`config.mk`:
```
export PLATFORM = sky130hd
export DESIGN_NAME = emaxi_write
export DESIGN_NICKNAME = d
export VERILOG_FILES = /design/src/rtl/emesh_pkg.sv /design/src/rtl/emesh_wr_lane.sv /design/src/rtl/emaxi_write.sv
export SDC_FILE = /design/constraint.sdc
export NUM_CORES = 1
export LEC_CHECK = 0
export ABC_AREA = 0
export BUFFER_PORTS_ARGS = -buffer_cell sky130_fd_sc_hd__buf_4
export CAP_MARGIN = 10
export CELL_PAD_IN_SITES_DETAIL_PLACEMENT = 1
export CELL_PAD_IN_SITES_GLOBAL_PLACEMENT = 1
export CORE_MARGIN = 5
export CORE_UTILIZATION = 34
export CTS_BUF_LIST = sky130_fd_sc_hd__clkbuf_4
export DETAILED_ROUTE_END_ITERATION = 10
export GPL_TIMING_DRIVEN = 0
export PLACE_DENSITY_LB_ADDON = 0.1
export SYNTH_ARGS = -nofsm -noshare
export SYNTH_HDL_FRONTEND = slang
export SYNTH_SLANG_ARGS = --single-unit
```
`constraint.sdc`:
```
create_clock -name clk -period 6 [get_ports clk]
set_input_delay 1.8 -clock clk [delete_from_list [all_inputs] [get_ports clk]]
set_output_delay 1.8 -clock clk [all_outputs]
set_load 0.01 [all_outputs]
```
`src/rtl/emesh_pkg.sv`:
```
// Shared eMesh / AXI definitions for the eMesh-to-AXI bridge.
// Contents: eMesh packet field offsets and widths, the datamode enum, and the
// AXI constants used by the master write path.
package emesh_pkg;

   // eMesh packet layout
   localparam int unsigned PKT_W        = 104;
   localparam int unsigned PKT_WRITE    = 0;
   localparam int unsigned PKT_MODE_LSB = 1;
   localparam int unsigned PKT_MODE_W   = 2;
   localparam int unsigned PKT_CTRL_LSB = 3;
   localparam int unsigned PKT_CTRL_W   = 5;
   localparam int unsigned PKT_DST_LSB  = 8;
   localparam int unsigned PKT_DATA_LSB = 40;
   localparam int unsigned PKT_SRC_LSB  = 72;
   localparam int unsigned ADDR_W       = 32;
   localparam int unsigned DATA_W       = 32;

   typedef enum logic [1:0] {
      DmByte   = 2'd0,
      DmHalf   = 2'd1,
      DmWord   = 2'd2,
      DmDouble = 2'd3
   } datamode_e;

   // AXI constants
   localparam logic [1:0] BURST_INCR = 2'b01;
   localparam logic [1:0] RESP_OKAY  = 2'b00;
   localparam logic [3:0] AW_CACHE   = 4'b0011;
   localparam logic [2:0] AW_PROT    = 3'b000;
   localparam logic       AW_LOCK    = 1'b0;
   localparam logic [3:0] AW_QOS     = 4'b0000;

endpackage

```
`src/rtl/emesh_wr_lane.sv`:
```
// Byte-lane formatter: places a 32-bit eMesh value onto the 32-bit AXI data bus.
// Ports:
//   mode_i    datamode of the packet
//   addr_i    low two bits of the destination address
//   value_i   32-bit value from the packet
//   wdata_o   replicated write data
//   wstrb_o   byte strobes
//   awsize_o  AXI transfer size
module emesh_wr_lane
   import emesh_pkg::*;
(
   input  datamode_e   mode_i,
   input  logic [1:0]  addr_i,
   input  logic [31:0] value_i,
   output logic [31:0] wdata_o,
   output logic [3:0]  wstrb_o,
   output logic [2:0]  awsize_o
);

   always_comb begin
      wdata_o  = value_i;
      wstrb_o  = 4'hF;
      awsize_o = 3'd2;
      case (mode_i)
         DmByte: begin
            wdata_o  = {4{value_i[7:0]}};
            wstrb_o  = 4'b0001 << addr_i;
            awsize_o = 3'd0;
         end
         DmHalf: begin
            wdata_o  = {2{value_i[15:0]}};
            wstrb_o  = 4'b0011 << {addr_i[1], 1'b0};
            awsize_o = 3'd1;
         end
         default: begin
            // word and doubleword beats use the full bus
            wdata_o  = value_i;
            wstrb_o  = 4'hF;
            awsize_o = 3'd2;
         end
      endcase
   end

endmodule

```
`src/rtl/emaxi_write.sv`:
```
// AXI4 master write engine: issues one eMesh write packet at a time as a single
// AXI write transaction (AW/W/B). Doubleword packets become a 2-beat INCR burst.
// Ports:
//   clk, rst               clock, asynchronous active-high reset
//   wr_access, wr_packet   eMesh write request; wr_wait is backpressure
//   m_axi_aw*              AW channel (master)
//   m_axi_w*               W channel (master)
//   m_axi_b*               B channel (bid ignored)
//   wr_err                 sticky error, set by any non-OKAY response
module emaxi_write
   import emesh_pkg::*;
#(
   parameter logic [11:0] ID = 12'h000,
   parameter int unsigned PW = 104
) (
   input  logic          clk,
   input  logic          rst,
   input  logic          wr_access,
   input  logic [PW-1:0] wr_packet,
   output logic          wr_wait,
   output logic [11:0]   m_axi_awid,
   output logic [31:0]   m_axi_awaddr,
   output logic [7:0]    m_axi_awlen,
   output logic [2:0]    m_axi_awsize,
   output logic [1:0]    m_axi_awburst,
   output logic [3:0]    m_axi_awcache,
   output logic          m_axi_awlock,
   output logic [2:0]    m_axi_awprot,
   output logic [3:0]    m_axi_awqos,
   output logic          m_axi_awvalid,
   input  logic          m_axi_awready,
   output logic [11:0]   m_axi_wid,
   output logic [31:0]   m_axi_wdata,
   output logic [3:0]    m_axi_wstrb,
   output logic          m_axi_wlast,
   output logic          m_axi_wvalid,
   input  logic          m_axi_wready,
   input  logic [11:0]   m_axi_bid,
   input  logic [1:0]    m_axi_bresp,
   input  logic          m_axi_bvalid,
   output logic          m_axi_bready,
   output logic          wr_err
);

   typedef enum logic [1:0] {StIdle, StBusy, StWaitB} state_e;

   state_e      state_q, state_d;
   logic        awvalid_q, awvalid_d;
   logic        wvalid_q, wvalid_d;
   logic        bready_q, bready_d;
   logic        wr_wait_q, wr_wait_d;
   logic        wr_err_q, wr_err_d;
   logic        aw_done_q, aw_done_d;
   logic        w_done_q, w_done_d;
   logic [31:0] awaddr_q, awaddr_d;
   logic [7:0]  awlen_q, awlen_d;
   logic [2:0]  awsize_q, awsize_d;
   logic [31:0] wdata_q, wdata_d;
   logic [3:0]  wstrb_q, wstrb_d;
   logic        wlast_q, wlast_d;
   logic [31:0] src_q, src_d;

   datamode_e   pkt_mode;
   logic [31:0] lane_wdata;
   logic [3:0]  lane_wstrb;
   logic [2:0]  lane_awsize;
   logic        aw_hs, w_hs, b_hs;
   logic        unused_bits;

   assign pkt_mode    = datamode_e'(wr_packet[PKT_MODE_LSB +: PKT_MODE_W]);
   // write bit, ctrlmode and bid carry no meaning for this engine
   assign unused_bits = ^{m_axi_bid, wr_packet[PKT_WRITE],
                          wr_packet[PKT_CTRL_LSB +: PKT_CTRL_W]};

   emesh_wr_lane u_lane (
      .mode_i   (pkt_mode),
      .addr_i   (wr_packet[PKT_DST_LSB +: 2]),
      .value_i  (wr_packet[PKT_DATA_LSB +: DATA_W]),
      .wdata_o  (lane_wdata),
      .wstrb_o  (lane_wstrb),
      .awsize_o (lane_awsize)
   );

   assign aw_hs = awvalid_q & m_axi_awready;
   assign w_hs  = wvalid_q & m_axi_wready;
   assign b_hs  = bready_q & m_axi_bvalid;

   always_comb begin
      state_d   = state_q;
      awvalid_d = awvalid_q;
      wvalid_d  = wvalid_q;
      bready_d  = bready_q;
      wr_err_d  = wr_err_q;
      aw_done_d = aw_done_q;
      w_done_d  = w_done_q;
      awaddr_d  = awaddr_q;
      awlen_d   = awlen_q;
      awsize_d  = awsize_q;
      wdata_d   = wdata_q;
      wstrb_d   = wstrb_q;
      wlast_d   = wlast_q;
      src_d     = src_q;

      case (state_q)
         StIdle: begin
            if (wr_access && !wr_wait_q) begin
               awaddr_d  = wr_packet[PKT_DST_LSB +: ADDR_W];
               awsize_d  = lane_awsize;
               wdata_d   = lane_wdata;
               wstrb_d   = lane_wstrb;
               awlen_d   = (pkt_mode == DmDouble) ? 8'd1 : 8'd0;
               wlast_d   = (pkt_mode != DmDouble);
               src_d     = wr_packet[PKT_SRC_LSB +: ADDR_W];
               awvalid_d = 1'b1;
               wvalid_d  = 1'b1;
               aw_done_d = 1'b0;
               w_done_d  = 1'b0;
               state_d   = StBusy;
            end
         end
         StBusy: begin
            if (aw_hs) begin
               awvalid_d = 1'b0;
               aw_done_d = 1'b1;
            end
            if (w_hs) begin
               if (wlast_q) begin
                  wvalid_d = 1'b0;
                  w_done_d = 1'b1;
               end else begin
                  // second doubleword beat carries srcaddr
                  wdata_d = src_q;
                  wstrb_d = 4'hF;
                  wlast_d = 1'b1;
               end
            end
            if ((aw_done_q || aw_hs) && (w_done_q || (w_hs && wlast_q))) begin
               bready_d = 1'b1;
               state_d  = StWaitB;
            end
         end
         StWaitB: begin
            if (b_hs) begin
               bready_d = 1'b0;
               if (m_axi_bresp != RESP_OKAY) begin
                  wr_err_d = 1'b1;
               end
               state_d = StIdle;
            end
         end
         default: state_d = StIdle;
      endcase

      wr_wait_d = (state_d != StIdle);
   end

   always_ff @(posedge clk or posedge rst) begin
      if (rst) begin
         state_q   <= StIdle;
         awvalid_q <= 1'b0;
         wvalid_q  <= 1'b0;
         bready_q  <= 1'b0;
         wr_wait_q <= 1'b0;
         wr_err_q  <= 1'b0;
         aw_done_q <= 1'b0;
         w_done_q  <= 1'b0;
         awaddr_q  <= '0;
         awlen_q   <= '0;
         awsize_q  <= '0;
         wdata_q   <= '0;
         wstrb_q   <= '0;
         wlast_q   <= 1'b0;
         src_q     <= '0;
      end else begin
         state_q   <= state_d;
         awvalid_q <= awvalid_d;
         wvalid_q  <= wvalid_d;
         bready_q  <= bready_d;
         wr_wait_q <= wr_wait_d;
         wr_err_q  <= wr_err_d;
         aw_done_q <= aw_done_d;
         w_done_q  <= w_done_d;
         awaddr_q  <= awaddr_d;
         awlen_q   <= awlen_d;
         awsize_q  <= awsize_d;
         wdata_q   <= wdata_d;
         wstrb_q   <= wstrb_d;
         wlast_q   <= wlast_d;
         src_q     <= src_d;
      end
   end

   assign wr_wait       = wr_wait_q;
   assign wr_err        = wr_err_q;
   assign m_axi_awid    = ID;
   assign m_axi_awaddr  = awaddr_q;
   assign m_axi_awlen   = awlen_q;
   assign m_axi_awsize  = awsize_q;
   assign m_axi_awburst = BURST_INCR;
   assign m_axi_awcache = AW_CACHE;
   assign m_axi_awlock  = AW_LOCK;
   assign m_axi_awprot  = AW_PROT;
   assign m_axi_awqos   = AW_QOS;
   assign m_axi_awvalid = awvalid_q;
   assign m_axi_wid     = ID;
   assign m_axi_wdata   = wdata_q;
   assign m_axi_wstrb   = wstrb_q;
   assign m_axi_wlast   = wlast_q;
   assign m_axi_wvalid  = wvalid_q;
   assign m_axi_bready  = bready_q;

endmodule

```
* Word-level counts from Yosys, hierarchy flattened *
Cells that the tools add are included.

word-level totals
  flip-flop bits (word level) = 121
  input bits = 124
  output and inout bits = 123
  logic and storage cells = 85

cells by class
  equal/unequal tests = 12
  shift operators = 2
  muxes and demuxes = 34
  bitwise logic cells = 3
  reduce and logical (&&, ||, !) cells = 19

operators with widths
  cell                                                               number
  32-bit one-hot mux with 2 select lines                             2
  32-bit 2-to-1 mux                                                  3
  2-bit inequality test, second input constant                       8
  4-bit one-hot mux with 2 select lines                              2
  1-bit 2-to-1 mux                                                   13
  4-bit 2-to-1 mux                                                   3
  1-bit one-hot mux with 2 select lines                              6
  3-bit AND reduction                                                4
  4-bit AND reduction                                                2
  2-bit nonzero test                                                 4
  2-bit 2-to-1 mux                                                   3
  2-bit one-hot mux with 3 select lines                              1
  2-bit by 1-bit == test with 1-bit output, second input constant    2
  2-bit == test, second input constant                               2
  2-bit logical NOT                                                  2
  2-bit one-hot mux with 2 select lines                              1
  1-bit by 2-bit left shift with 4-bit output, first input constant  1
  2-bit by 2-bit left shift with 4-bit output, first input constant  1
  1-bit AND                                                          3
  1-bit logical AND                                                  3
  1-bit logical OR                                                   2
  2-bit AND reduction                                                1
  1-bit logical NOT                                                  1

* Logic depth before layout (Yosys ltp) *
  word-level depth = 7
  gate-level depth with buffers = 7
  depth with buffers taken out = 4

* Cells and area by module *
Synthesis repeated with hierarchy kept, for this count alone.

second synthesis, totals
  cell total of the unflattened synthesis = 556
  area, all modules = 5619.1 um^2

modules (own cells, without submodules)
  module         times used  cells an instance  area an instance (um^2)  sequential area each (um^2)
  emaxi_write    1           492                5113.7                   2852.7
  emesh_wr_lane  1           64                 505.5                    0.0

* Least setup slack after synthesis *
Ideal clock, no wire load.

  path kind = input-to-reg
  from = input wr_access
  to = register wdata_q[29] (netlist: m_axi_wdata[29])
  library setup time = 0.136 ns
  data arrival time = 3.069 ns
  required time = 5.864 ns
  setup slack = 2.795 ns
  stages = 6
  cells stage by stage = or4b_4 a221o_1 buf_2 buf_2 nand2_1 o21ai_0

on the way
  word-level cells in the longest chain between the ends = 3

ends and longest elaborated chain
  item                                    line                source
  start: declaration                      emaxi_write.sv:18   input logic wr_access,
  1-bit logical AND                       emaxi_write.sv:106  if (wr_access && !wr_wait_q) begin
  2-bit inequality test (no source line)  -
  4-bit AND reduction (no source line)    -
  end signal: assignment                  emaxi_write.sv:186  wdata_q <= wdata_d;
  end: declaration                        emaxi_write.sv:58   logic [31:0] wdata_q, wdata_d;

Every way passes these cells.
A chain may end at the register's enable or synchronous reset.

* Final worst setup path *
  from = input wr_access
  to = register src_q[17]

on the way
  word-level cells in the longest chain between the ends = 2

ends and longest elaborated chain
  item                                  line                source
  1-bit logical AND                     emaxi_write.sv:106
  2-bit AND reduction (no source line)  -
  end signal: assignment                emaxi_write.sv:189  src_q <= src_d;
  end: declaration                      emaxi_write.sv:61   logic [31:0] src_q, src_d;

Every way passes these cells.

==> flow_results.org <==
** Layout
- Number of fillers in the final layout :: 1867
- The number of antenna diodes in the final layout is 0.
- Sequential cell area in the final layout :: 2830 sq um
- The area growth from synthesis to layout is 38.1%.
- Post-layout instance area :: 7220 sq um
- Summing all multi-input logic gate instances after layout gives 2050 sq um.
- The finished layout holds 1047 standard cells, fillers aside.
- Most common cell after layout, fill and taps aside :: sky130_fd_sc_hd__nand2_1
- In the layout the commonest cells are sky130_fd_sc_hd__nand2_1, sky130_fd_sc_hd__buf_4, sky130_fd_sc_hd__dfrtp_1.
- The final layout contains 974 nets.
- The post-route netlist has between 30% and 40% of its cells at a drive strength greater than 1.

** Synth
- Post-synthesis sequential element count :: 113
- A synthesized cell averages 8.66 sq um.
- The synthesized netlist contains 30 unique library cells.
- Synth Cell Area :: 5230 sq um
- Sequential area share after synthesis :: 54.1%
- In the synthesized netlist, the number of instances is 604.
- Yosys mapped a number of flops with a built-in enable equal to 0.
- Most used flip-flop cell after synthesis :: sky130_fd_sc_hd__dfrtp_1
- Share of synthesized registers carrying an async set or reset :: 100%
- Warnings from Yosys :: 0

** STA
- Number of endpoints with negative hold slack in the final report :: 0
- In the finished design, the share of the clock period the worst path needs comes to about 55%.
- Headroom to the max-slew limit came out at about two fifths.
- Worst path setup slack after routing :: 2680 ps
- At the pin with the least slew margin, the transition time is 867 ps.
- The final-report max-slew violation count is 0.
- Setup repair after global routing left no endpoint under its margin.
- Post-Route Skew :: 10.1 ps
- Setup violations remaining at the end of the flow were counted as 0.
- The routed design could run at a clock period as short as between 3000 and 4000 ps.
- Maximum clock frequency :: 0.301 GHz

** Min path
- Number of cells on the worst hold path :: 2
- Worst min-delay path category :: flip-flop to flip-flop
- For hold timing, the worst endpoint is src_q[2].
- The startpoint identified for the worst hold timing path is src_q[2].

** GRT
- The total overflow left after global routing is 0.
- Maximum number of pins on one net before global-route repair :: 65
- The via count of the first global-routing pass is 5407.
- For this run, the total global-route usage over all layers was measured as 20.4%.
- The number of antenna violations at the first check in global routing came to 0.
- First-pass GRT wire length :: 28800 microns

** Worst setup path
- Critical path launch point type :: input port
- Counting cells, the worst reg-to-reg path comes to 6.
- Critical path data arrival time :: 3780 ps
- Data required time of the critical path :: between 6000 and 7000 ps
- By startpoint and endpoint, the worst setup path is classified as input port to flip-flop.
- Reg2Reg Capture Point :: src_q[17]
- The largest single stage delay on the critical path is 700 ps.
- In this run the worst path has a maximum fanout of 10.
- Cells traversed along the worst timing path :: buf_4 > nor4b_1 > clkbuf_1 > clkbuf_1 > nand2_1 > nand2_1
- Worst-case register-to-register setup slack :: 3450 ps
- Among all stages on the critical path, the largest delay is contributed by sky130_fd_sc_hd__nor4b_1.
- Endpoint class of the critical path :: flip-flop
- Launch instance of the worst register-to-register path :: state_q[1]

** Clock tree
- CTS tree :: built
- Counting along the longest clock path gives a buffer depth of 2.
- The clock drives 113 sinks.
- Once the clock tree was built, the setup fixing pass inserted 0 buffers.
- CTS buffer count :: 17
- Clock-pin slew on the worst setup and hold paths :: 90 ps
- Htree depth :: 4
- Source-to-sink clock delay at the later pin of the worst-skew pair :: approximately 530 ps
- Clock tree synthesis selected as its root buffer the cell sky130_fd_sc_hd__clkbuf_4.
- The number of hold buffers added after CTS was 0.
- Count of cells resized by post-cts repair :: 0

** Drt
- 1st-pass router iterations :: 4
- In the routed design, unresolved DRC markers number 0.
- DRC violation total after the first TritonRoute iteration :: 283
- In this run the remaining antenna-violating nets after routing total 0.
- Mean number of vias per cell :: 4.76
- Across all layers, the routed design uses 4985 vias.
- Final wirelength :: around 18000 microns
- Per-cell routed wire length :: about 17 microns

** Place
- Placed inst area :: between 7000 and 8000 sq um
- GPL Wtd Cong :: 0.817
- Count of input and output buffers :: 182
- The wire-length estimate of the detail-placed layout is around 14000 microns.
- Timing analysis after detailed placement gives a worst setup slack of 2080 ps.
- Counting tap cells, the placed design contains a total of a little over 1000 instances.

** Floorplan
- Die span in x :: 134 microns
- Die extent in y :: 134 microns
- The floorplan step defined a die boundary enclosing 18000 sq um.
- Effective utilization at floorplan :: 34.5%
- 247 I/O pins were placed.
- After floorplanning, the core was sized to cover 15100 sq um.
- In this run the core area contains 45 standard-cell rows.

** Pwr
- In this run the power density over the cells is 463 nW/um^2.
- Across the VDD grid, the largest voltage drop is 0.194 mV.
- Summed over all cells, the static leakage comes to 3.93 nW.
- Overall power after layout :: between 3 and 4 mW

** Status
- The flow ran to the end, and the final reports show no timing, DRC or antenna violations.

** Job
- Max-cap violations in this run came to 0.
## per-layer routing
layer / share of wire, % / up-vias / track usage (%) / wire, microns
li1: - / 2366 / - / -
met5: 0 / - / 0 / 0
met1: 40 / 2384 / 24.4 / 7320
met4: 2.8 / 0 / 8.03 / 517
met2: 47 / 201 / 33.2 / 8560
met3: 9.7 / 34 / 8.03 / 1770
## through the flow
step                      TNS [ps]  utilization (%)  hold WS (ps)
final                            0             47.7           486
after global placement      -24040             46.2           457
after detailed placement         0             46.4           464
after global routing             0             47.7           509
after CTS                        0             47.7           491
after floorplan                  0                -           440
## cell type report
cell class	count	area share [%]
sequential	113	39.1
multi-input combinational	450	28.4
timing repair buffer	183	19.3
buffer	83	7.00
tap	188	3.26
clock buffer	24	2.49
clock inverter	4	0.208
inverter	2	0.173
## Yosys cell counts, types with 5 or more instances
| cell | number | share of area [%] |
|---|---|---|
| sky130_fd_sc_hd__mux2i_1 | 9 | 1.7 |
| sky130_fd_sc_hd__o21ai_0 | 26 | 2.5 |
| sky130_fd_sc_hd__buf_2 | 5 | 0.48 |
| sky130_fd_sc_hd__nor2_1 | 35 | 2.5 |
| sky130_fd_sc_hd__dfrtp_1 | 113 | 54 |
| sky130_fd_sc_hd__a21oi_1 | 18 | 1.7 |
| sky130_fd_sc_hd__a311oi_1 | 8 | 1.3 |
| sky130_fd_sc_hd__a31oi_1 | 14 | 1.7 |
| sky130_fd_sc_hd__nand2_1 | 250 | 18 |
| sky130_fd_sc_hd__clkbuf_1 | 29 | 2.1 |
| sky130_fd_sc_hd__a22oi_1 | 7 | 1.0 |
| sky130_fd_sc_hd__a21o_1 | 8 | 1.1 |
| sky130_fd_sc_hd__o2bb2ai_1 | 7 | 1.2 |
| sky130_fd_sc_hd__buf_4 | 46 | 6.6 |
## worst max-delay path by stage
stage	from	endpoint	slack [ps]	cells past startpoint
after floorplan	rst	aw_done_q	1210	1
after global placement	rst	m_axi_wdata[18]	-220	2
after detailed placement	wr_access	src_q[17]	2080	6
after CTS	wr_access	src_q[17]	2640	6
after global routing	wr_access	src_q[15]	2450	6
final	wr_access	src_q[17]	2680	6
## registers in the layout (all words and copies together), names as in the netlist
signal	cells
m_axi_wdata	32
state_q	2
wr_err	1
m_axi_wlast	1
m_axi_awaddr	32
m_axi_bready	1
w_done_q	1
aw_done_q	1
wr_wait	1
m_axi_wvalid	1
m_axi_wstrb	4
m_axi_awvalid	1
m_axi_awlen	1
src_q	32
m_axi_awsize	2
## worst max-delay path, delay by kind of cell
family | cells | cell delay (ps)
buffers and inverters | 3 | 1070
and+or+nand+nor | 3 | 910
## power breakdown
part	internal (mW)	switching, mW	leakage (nW)
sequential	1.12	0.226	1.39
clock	0.182	0.271	0.117
combinational	0.667	0.883	2.42
total	1.97	1.38	3.93
## cell families after synthesis
logic type      share of synthesized area, %
compound gates                          12.3
other cells                            0.144
buf+inv                                 9.81
flops                                   54.1
mux                                     1.72
simple gates                            21.9
Power figures use the tool's default switching activity.
